`config.mk`:
```
export PLATFORM = sky130hd
export DESIGN_NAME = cdb_writeback_arbiter
export DESIGN_NICKNAME = d
export VERILOG_FILES = /design/src/rtl/cdb_writeback_arbiter.sv
export SDC_FILE = /design/constraint.sdc
export NUM_CORES = 1
export LEC_CHECK = 0
export CAP_MARGIN = 20
export CORE_MARGIN = 1
export CORE_UTILIZATION = 46
export CTS_CLUSTER_SIZE = 25
export DETAILED_ROUTE_END_ITERATION = 16
export PLACE_DENSITY = 0.77
export SYNTH_ARGS = -nofsm -noshare
export SYNTH_HDL_FRONTEND = slang
export SYNTH_SLANG_ARGS = --single-unit
```
`constraint.sdc`:
```
create_clock -name clk -period 5.21 [get_ports clk]
set_clock_uncertainty 0.1 [all_clocks]
set_input_delay 0.521 -clock clk [delete_from_list [all_inputs] [get_ports clk]]
set_output_delay 0.521 -clock clk [all_outputs]
set_load 0.01 [all_outputs]
```
`src/rtl/cdb_writeback_arbiter.sv`:
```
// cdb_writeback_arbiter
// Shares the single Common Data Bus between the execution units
// (0=int, 1=mult, 2=div, 3=mem by default). Each unit parks its finished
// result (ROB tag + data) in a 1-entry holding buffer. A round-robin arbiter
// picks one buffered result per cycle and drives it onto a registered CDB.
//
// Handshake (per unit i): a result transfers at the rising edge where
// req_valid[i] && req_ready[i]. req_ready[i] is combinational from the
// buffer state and flush only; it never looks at req_valid[i]. A unit must
// hold req_valid/req_tag/req_data stable until the transfer happens.
module cdb_writeback_arbiter #(
  parameter int DATA_W = 32,
  parameter int TAG_W  = 6,
  parameter int N_REQ  = 4
) (
  input  logic                      clk,
  input  logic                      rst,
  input  logic                      flush,
  input  logic [N_REQ-1:0]          req_valid,
  input  logic [N_REQ*TAG_W-1:0]    req_tag,
  input  logic [N_REQ*DATA_W-1:0]   req_data,
  output logic [N_REQ-1:0]          req_ready,
  output logic                      cdb_valid,
  output logic [TAG_W-1:0]          cdb_tag,
  output logic [DATA_W-1:0]         cdb_data,
  output logic [$clog2(N_REQ)-1:0]  cdb_src
);

  localparam int SRC_W = $clog2(N_REQ);

  // Holding buffers
  logic [N_REQ-1:0]  buf_valid_q, buf_valid_d;
  logic [TAG_W-1:0]  buf_tag_q  [N_REQ];
  logic [TAG_W-1:0]  buf_tag_d  [N_REQ];
  logic [DATA_W-1:0] buf_data_q [N_REQ];
  logic [DATA_W-1:0] buf_data_d [N_REQ];

  // Round-robin pointer: index where the next priority scan starts
  logic [SRC_W-1:0]  rr_ptr_q, rr_ptr_d;

  // Registered CDB
  logic              cdb_valid_q, cdb_valid_d;
  logic [TAG_W-1:0]  cdb_tag_q, cdb_tag_d;
  logic [DATA_W-1:0] cdb_data_q, cdb_data_d;
  logic [SRC_W-1:0]  cdb_src_q, cdb_src_d;

  // Arbitration results
  logic [N_REQ-1:0]  grant;
  logic              grant_any;
  logic [SRC_W-1:0]  grant_idx;

  // Scan scratch: rr_ptr + k needs one extra bit before the modulo wrap
  logic [SRC_W:0]    scan_sum;
  logic [SRC_W-1:0]  scan_idx;

  // Round-robin pick: first valid buffer at or above rr_ptr, wrapping
  always_comb begin
    grant     = '0;
    grant_any = 1'b0;
    grant_idx = '0;
    scan_sum  = '0;
    scan_idx  = '0;
    for (int k = 0; k < N_REQ; k++) begin
      scan_sum = {1'b0, rr_ptr_q} + (SRC_W+1)'(k);
      if (scan_sum >= (SRC_W+1)'(N_REQ)) begin
        scan_sum = scan_sum - (SRC_W+1)'(N_REQ);
      end
      scan_idx = scan_sum[SRC_W-1:0];
      if (!grant_any && buf_valid_q[scan_idx]) begin
        grant_any       = 1'b1;
        grant[scan_idx] = 1'b1;
        grant_idx       = scan_idx;
      end
    end
  end

  // A buffer accepts when empty or being drained this cycle; flush blocks all
  assign req_ready = flush ? '0 : (~buf_valid_q | grant);

  // Next state: drain the granted buffer onto the CDB, then capture new results
  always_comb begin
    buf_valid_d = buf_valid_q;
    buf_tag_d   = buf_tag_q;
    buf_data_d  = buf_data_q;
    rr_ptr_d    = rr_ptr_q;
    cdb_valid_d = 1'b0;
    cdb_tag_d   = cdb_tag_q;
    cdb_data_d  = cdb_data_q;
    cdb_src_d   = cdb_src_q;

    if (flush) begin
      // Drop everything buffered; the grant of this cycle is discarded and
      // the pointer does not move.
      buf_valid_d = '0;
      cdb_valid_d = 1'b0;
    end else begin
      cdb_valid_d = grant_any;
      if (grant_any) begin
        cdb_tag_d              = buf_tag_q[grant_idx];
        cdb_data_d             = buf_data_q[grant_idx];
        cdb_src_d              = grant_idx;
        buf_valid_d[grant_idx] = 1'b0;
        rr_ptr_d = (grant_idx == SRC_W'(N_REQ-1)) ? '0 : grant_idx + 1'b1;
      end
      // Capture after the drain so a same-cycle refill keeps the buffer full
      for (int i = 0; i < N_REQ; i++) begin
        if (req_valid[i] && req_ready[i]) begin
          buf_valid_d[i] = 1'b1;
          buf_tag_d[i]   = req_tag[i*TAG_W +: TAG_W];
          buf_data_d[i]  = req_data[i*DATA_W +: DATA_W];
        end
      end
    end
  end

  // Control and CDB registers, synchronous active-high reset
  always_ff @(posedge clk) begin
    if (rst) begin
      buf_valid_q <= '0;
      rr_ptr_q    <= '0;
      cdb_valid_q <= 1'b0;
      cdb_tag_q   <= '0;
      cdb_data_q  <= '0;
      cdb_src_q   <= '0;
    end else begin
      buf_valid_q <= buf_valid_d;
      rr_ptr_q    <= rr_ptr_d;
      cdb_valid_q <= cdb_valid_d;
      cdb_tag_q   <= cdb_tag_d;
      cdb_data_q  <= cdb_data_d;
      cdb_src_q   <= cdb_src_d;
    end
  end

  // Buffer payload registers; contents are qualified by buf_valid_q
  always_ff @(posedge clk) begin
    buf_tag_q  <= buf_tag_d;
    buf_data_q <= buf_data_d;
  end

  assign cdb_valid = cdb_valid_q;
  assign cdb_tag   = cdb_tag_q;
  assign cdb_data  = cdb_data_q;
  assign cdb_src   = cdb_src_q;

endmodule

```
# After elaboration in Yosys (flattened, before gate mapping)
# Index checks and enable logic that the tools add are counted.
# word_totals
out_inout_bits	45
in_bits	159
ramBits	0
latchBits	0
wordCells	122
mem_count	0
mem_bits_ro	0
regBits	199
# classes
n_shift	0
n_addsub	8
n_reduce_logical	25
n_eq_ne	1
bitwise	9
muxes	47
mul	0
n_div	0
order_cmp	15
# ops
operator	n
binary-select mux 32 bit (select 2 bit)	1
2-to-1 mux 32 bit	2
2-to-1 mux 4 bit	6
2-to-1 mux 2 bit	9
2-to-1 mux 1 bit	17
bitwise OR 4 bit	4
< comparator 2 x 3 -> 1 bit (second input constant)	5
binary-select mux 6 bit (select 2 bit)	1
>= comparator 3 bit (second input constant)	4
logical AND 1 bit	12
2-to-1 mux 6 bit	2
demux 1 bit (select 2 bit)	5
>= comparator 2 x 1 -> 1 bit (second input constant)	5
AND reduction 2 bit	5
binary-select mux 1 bit (select 2 bit)	4
inverter 4 bit	2
nonzero test 2 bit	4
subtractor 2 x 1 -> 2 bit (second input constant)	4
adder 2 x 2 -> 3 bit (second input constant)	2
bitwise AND 4 bit	1
adder 2 x 1 -> 3 bit (second input constant)	1
>= comparator 2 x 3 -> 1 bit (second input constant)	1
logical NOT 1 bit	3
inverter 2 -> 3 bit	1
other kinds (4)	4

# Depth between registers and ports, before layout
# logic_depth
word_depth	22
mapped_depth	14

# Least setup slack after synthesis
# OpenSTA, ideal clock, no wires.
# synth_path
kind	reg2reg
from	register rr_ptr_q[0]
to	register buf_data_q[0] (netlist name) (enable)
arrival_time_ps	4915
stages_incl_launch_ff	9
setup_time_ps	489
n_path_buf	1
slack_ps	-293
path_cell_list	dfxtp_1 -> buf_6 -> inv_1 -> ha_1 -> mux4_2 -> nor4b_1 -> nand2_1 -> and3_1 -> nor3b_1
# synth_via
elab_chain_len	18
# synth_lines
item	line_no	source
start, declared	39	logic [SRC_W-1:0] rr_ptr_q, rr_ptr_d;
start signal, assigned	127	rr_ptr_q <= rr_ptr_d;
branches (longest 13 deep; another with adder 2 x 1 -> 3 bit)	-	
2-to-1 mux 4 bit *	69	if (!grant_any && buf_valid_q[scan_idx]) begin
bitwise OR 4 bit *	78	assign req_ready = flush ? '0 : (~buf_valid_q | grant);
2-to-1 mux 4 bit *	78	
logical AND 1 bit *	107	if (req_valid[i] && req_ready[i]) begin
AND reduction 2 bit (no source line) *	-	
end signal, assigned	138	buf_data_q <= buf_data_d;
end, declared	35	logic [DATA_W-1:0] buf_data_q [N_REQ];
# Every way passes the cells marked *. The select of a mux whose other input is x is not followed.
# A chain may end at the register's enable or synchronous reset.

# Worst setup path in the final report
# layout_path
from	register rr_ptr_q[0]
to	output req_ready[1]
# layout_via
elab_chain_len	16
# layout_lines
item	line_no	source
branches (longest 13 deep; another with adder 2 x 1 -> 3 bit)	-	
2-to-1 mux 4 bit *	69	
bitwise OR 4 bit *	78	
2-to-1 mux 4 bit *	78	
end, declared	22	output logic [N_REQ-1:0] req_ready,
# Marked as above.

==> metrics.txt <==
Vias=6678; Final GP Congestion=just under 0.9; commonest non-fill, non-tap cells in the layout=clkdlybuf4s50_1, nand2_1, edfxtp_1; clock period minus worst slack=~4.8 ns; most common cell after layout, fill and taps aside=clkdlybuf4s50_1; Die ar.=20100 um^2; final core occ=a little over 60%; setup repair bufs after CTS=0; Arr. time, crit path=4.16 ns; DP HPWL=around 15000 um; RSZ-0062 raised after global routing=no; die width=142 um; nets@finish=around 1.1k; die height=around 140 um; crit path capture type=primary output; critical path depth=8; Sink Count=just under 200; Cells after Synth=739; Lkg Pwr=roughly 4.2 nW; hold crit path type=reg -> reg; Clk Tree Root Cell=clkbuf_16; met3 wire length=roughly 1800 um; worst endpoint required time=~4.6 ns; slowest stage delay, CP=about 0.65 ns; Max transition margin=a little under a third; vias in the first global route=between 6k and 7k; Met1 Routed Length=about 9000 um; starting density of the core=47.5%; first-pass GRT wire length=about 35000 um; Worst Path Buf+Inv=2; design area=approximately 12000 um^2; r2r worst-path depth=8; Slew @ Worst Pin=between 1 and 1.5 ns; total gr overflow=0; maximum VDD drop=between 200 and 250 uV; Rows=50; CTS buffer count=17; Most used DFF post-synth=edfxtp_1; Final Setup Violations=0; Port Buffer Count=slightly above 200; met2 wire length=~12000 um; Syn Std Cell Area=8980 um^2; register area share after synthesis=~61%; Layout area overhead=30.4%; Placement Cell Area=11100 um^2; DR vias/cell=between 5 and 6; post-DR wirelength/cell=19.3 um; Synth async-reset ratio=0%; antenna-violating nets left=0; Setup CP Type=reg -> out; largest net degree at the start of global routing=between 50 and 60; Yosys cell types=41; Max-Cap Viols=0; initial antenna violation count=0; number of synthesized flops with an enable pin=approximately 150; fmax=209 MHz; Ant. Diodes=0; CP cell instances=buf_4 > mux4_2 > nor2b_4 > nor2b_1 > a222oi_1 > and3_1 > nor2_1 > clkdlybuf4s50_1; startpoint types=flop; H-tree Lvls=4; DRC=0; crit-path max FO=58; fin. max-slew vios=0; Syn Nets=approximately 910; Hold Buf Count CTS=0; critical path's slowest cell=mux4_2; CTS clk-pin slew, worst paths=0.07 ns; #FFs+latches synth=199; clk buf depth=2; GRT Resource Usage Total=23.2%; DR top layer=met4; Worst path top cell family by delay=simple AND/OR/NAND/NOR gates; Layout Cells excl Fill=1184; placed instance count=between 1k and 1.5k; final wirelength=roughly 23000 um; Boundary Pins=roughly 200; Skew-Pair Late Insertion Delay=around 0.44 ns; r2r setup slk=roughly 0.85 ns; PD cells=between 300 and 400 nW/um^2; post-CTS resize count=0; run status=completed; Final Cycle Share=between 90% and 100%; Avg Cell Area, Syn=12.2 um^2; router iterations before antenna repair=5; Initial DRC Count=just over 400; Final Power=about 0.004 W; final hold vios=0; Hold Path Depth=2; CTS tree=built; Core Area=~19000 um^2; share of cells above drive strength 1=7.25%; yosys warns=0
[metrics by stage]
stage	TNS, ns	hold WS, ns	worst slack (ns)
after floorplan	-33.41	0.400	-0.293
after global placement	0	0.344	1.00
after detailed placement	0	0.351	0.888
after CTS	0	0.371	0.448
after global routing	0	0.388	0.174
final	0	0.370	0.425
[cell usage after synthesis, drive strengths merged, types with 2 or more instances]
master / instances / area (um^2)
nor3: 39 / 195
nor2: 17 / 63.8
and3: 42 / 263
a22o: 38 / 333
nand2b: 2 / 20.0
a311oi: 38 / 333
nor3b: 3 / 22.5
nor2b: 4 / 27.5
o221ai: 38 / 333
mux4: 4 / 90.1
mux2: 2 / 22.5
or2: 2 / 12.5
a222oi: 3 / 30.0
edfxtp: 152 / 4560
a211oi: 4 / 47.5
inv: 6 / 22.5
a21oi: 2 / 10.0
a22oi: 2 / 15.0
buf: 36 / 268
nand2: 161 / 604
nand3b: 5 / 37.5
dfxtp: 47 / 941
ha: 10 / 125
o21ai: 7 / 35.0
clkbuf: 27 / 101
mux2i: 42 / 420
[cells by family after synthesis]
kind of cell / share of synthesized area (%)
muxes: 5.93
buffers and inverters: 4.36
AOI/OAI and AO/OA: 12.9
DFF: 61.3
adders and majority gates: 1.39
and+or+nand+nor: 14.1
[layout make-up]
type | instances | area, um^2
Inverter | 6 | 22.5
Timing Repair Buffer | 216 | 2150
Fill cell | 1477 | 7180
Clock buffer | 19 | 433
Tap cell | 260 | 325
Clock inverter | 13 | 123
Sequential cell | 199 | 5510
Multi-Input combinational cell | 471 | 3150
[flip-flops by register name (all words and copies together), names as in the netlist]
| signal | flops |
|---|---|
| buf_data_q | 128 |
| buf_tag_q | 24 |
| buf_valid_q | 4 |
| cdb_data | 32 |
| cdb_src | 2 |
| cdb_tag | 6 |
| cdb_valid | 1 |
| rr_ptr_q | 2 |
[routing by layer]
layer	global-route usage, %	up-vias
met5	0	-
met4	8.09	0
met3	6.18	24
met2	40.5	274
met1	27.7	3208
li1	-	3172
[worst register-to-register path: stages (launching register included)]
cell and delay (ns):
dfxtp_4 0.61, buf_4 0.62, mux4_2 0.66, nor4b_1 0.63, a22oi_1 0.23, nand3_1 0.14
nand2_1 0.11, nor2_4 0.56, buf_4 0.37
[where the power goes]
part	internal [W]	switching (W)	total (W)	leakage, nW
clock	0.000664	0.000587	0.00125	0.254
combinational	0.000405	0.000446	0.000851	2.18
sequential	0.00182	0.0000686	0.00189	1.80
[final timing paths]
kind                                           startpoint                   endpoint
worst max register to register   rr_ptr_q[0]$_SDFFE_PP0P_    buf_tag_q[11]$_DFFE_PP_
worst min-delay path            cdb_data[17]$_SDFFE_PP0P_  cdb_data[17]$_SDFFE_PP0P_
worst max-delay path             rr_ptr_q[0]$_SDFFE_PP0P_               req_ready[1]
worst min register to register  cdb_data[17]$_SDFFE_PP0P_  cdb_data[17]$_SDFFE_PP0P_
(Power assumes the default switching activity.)
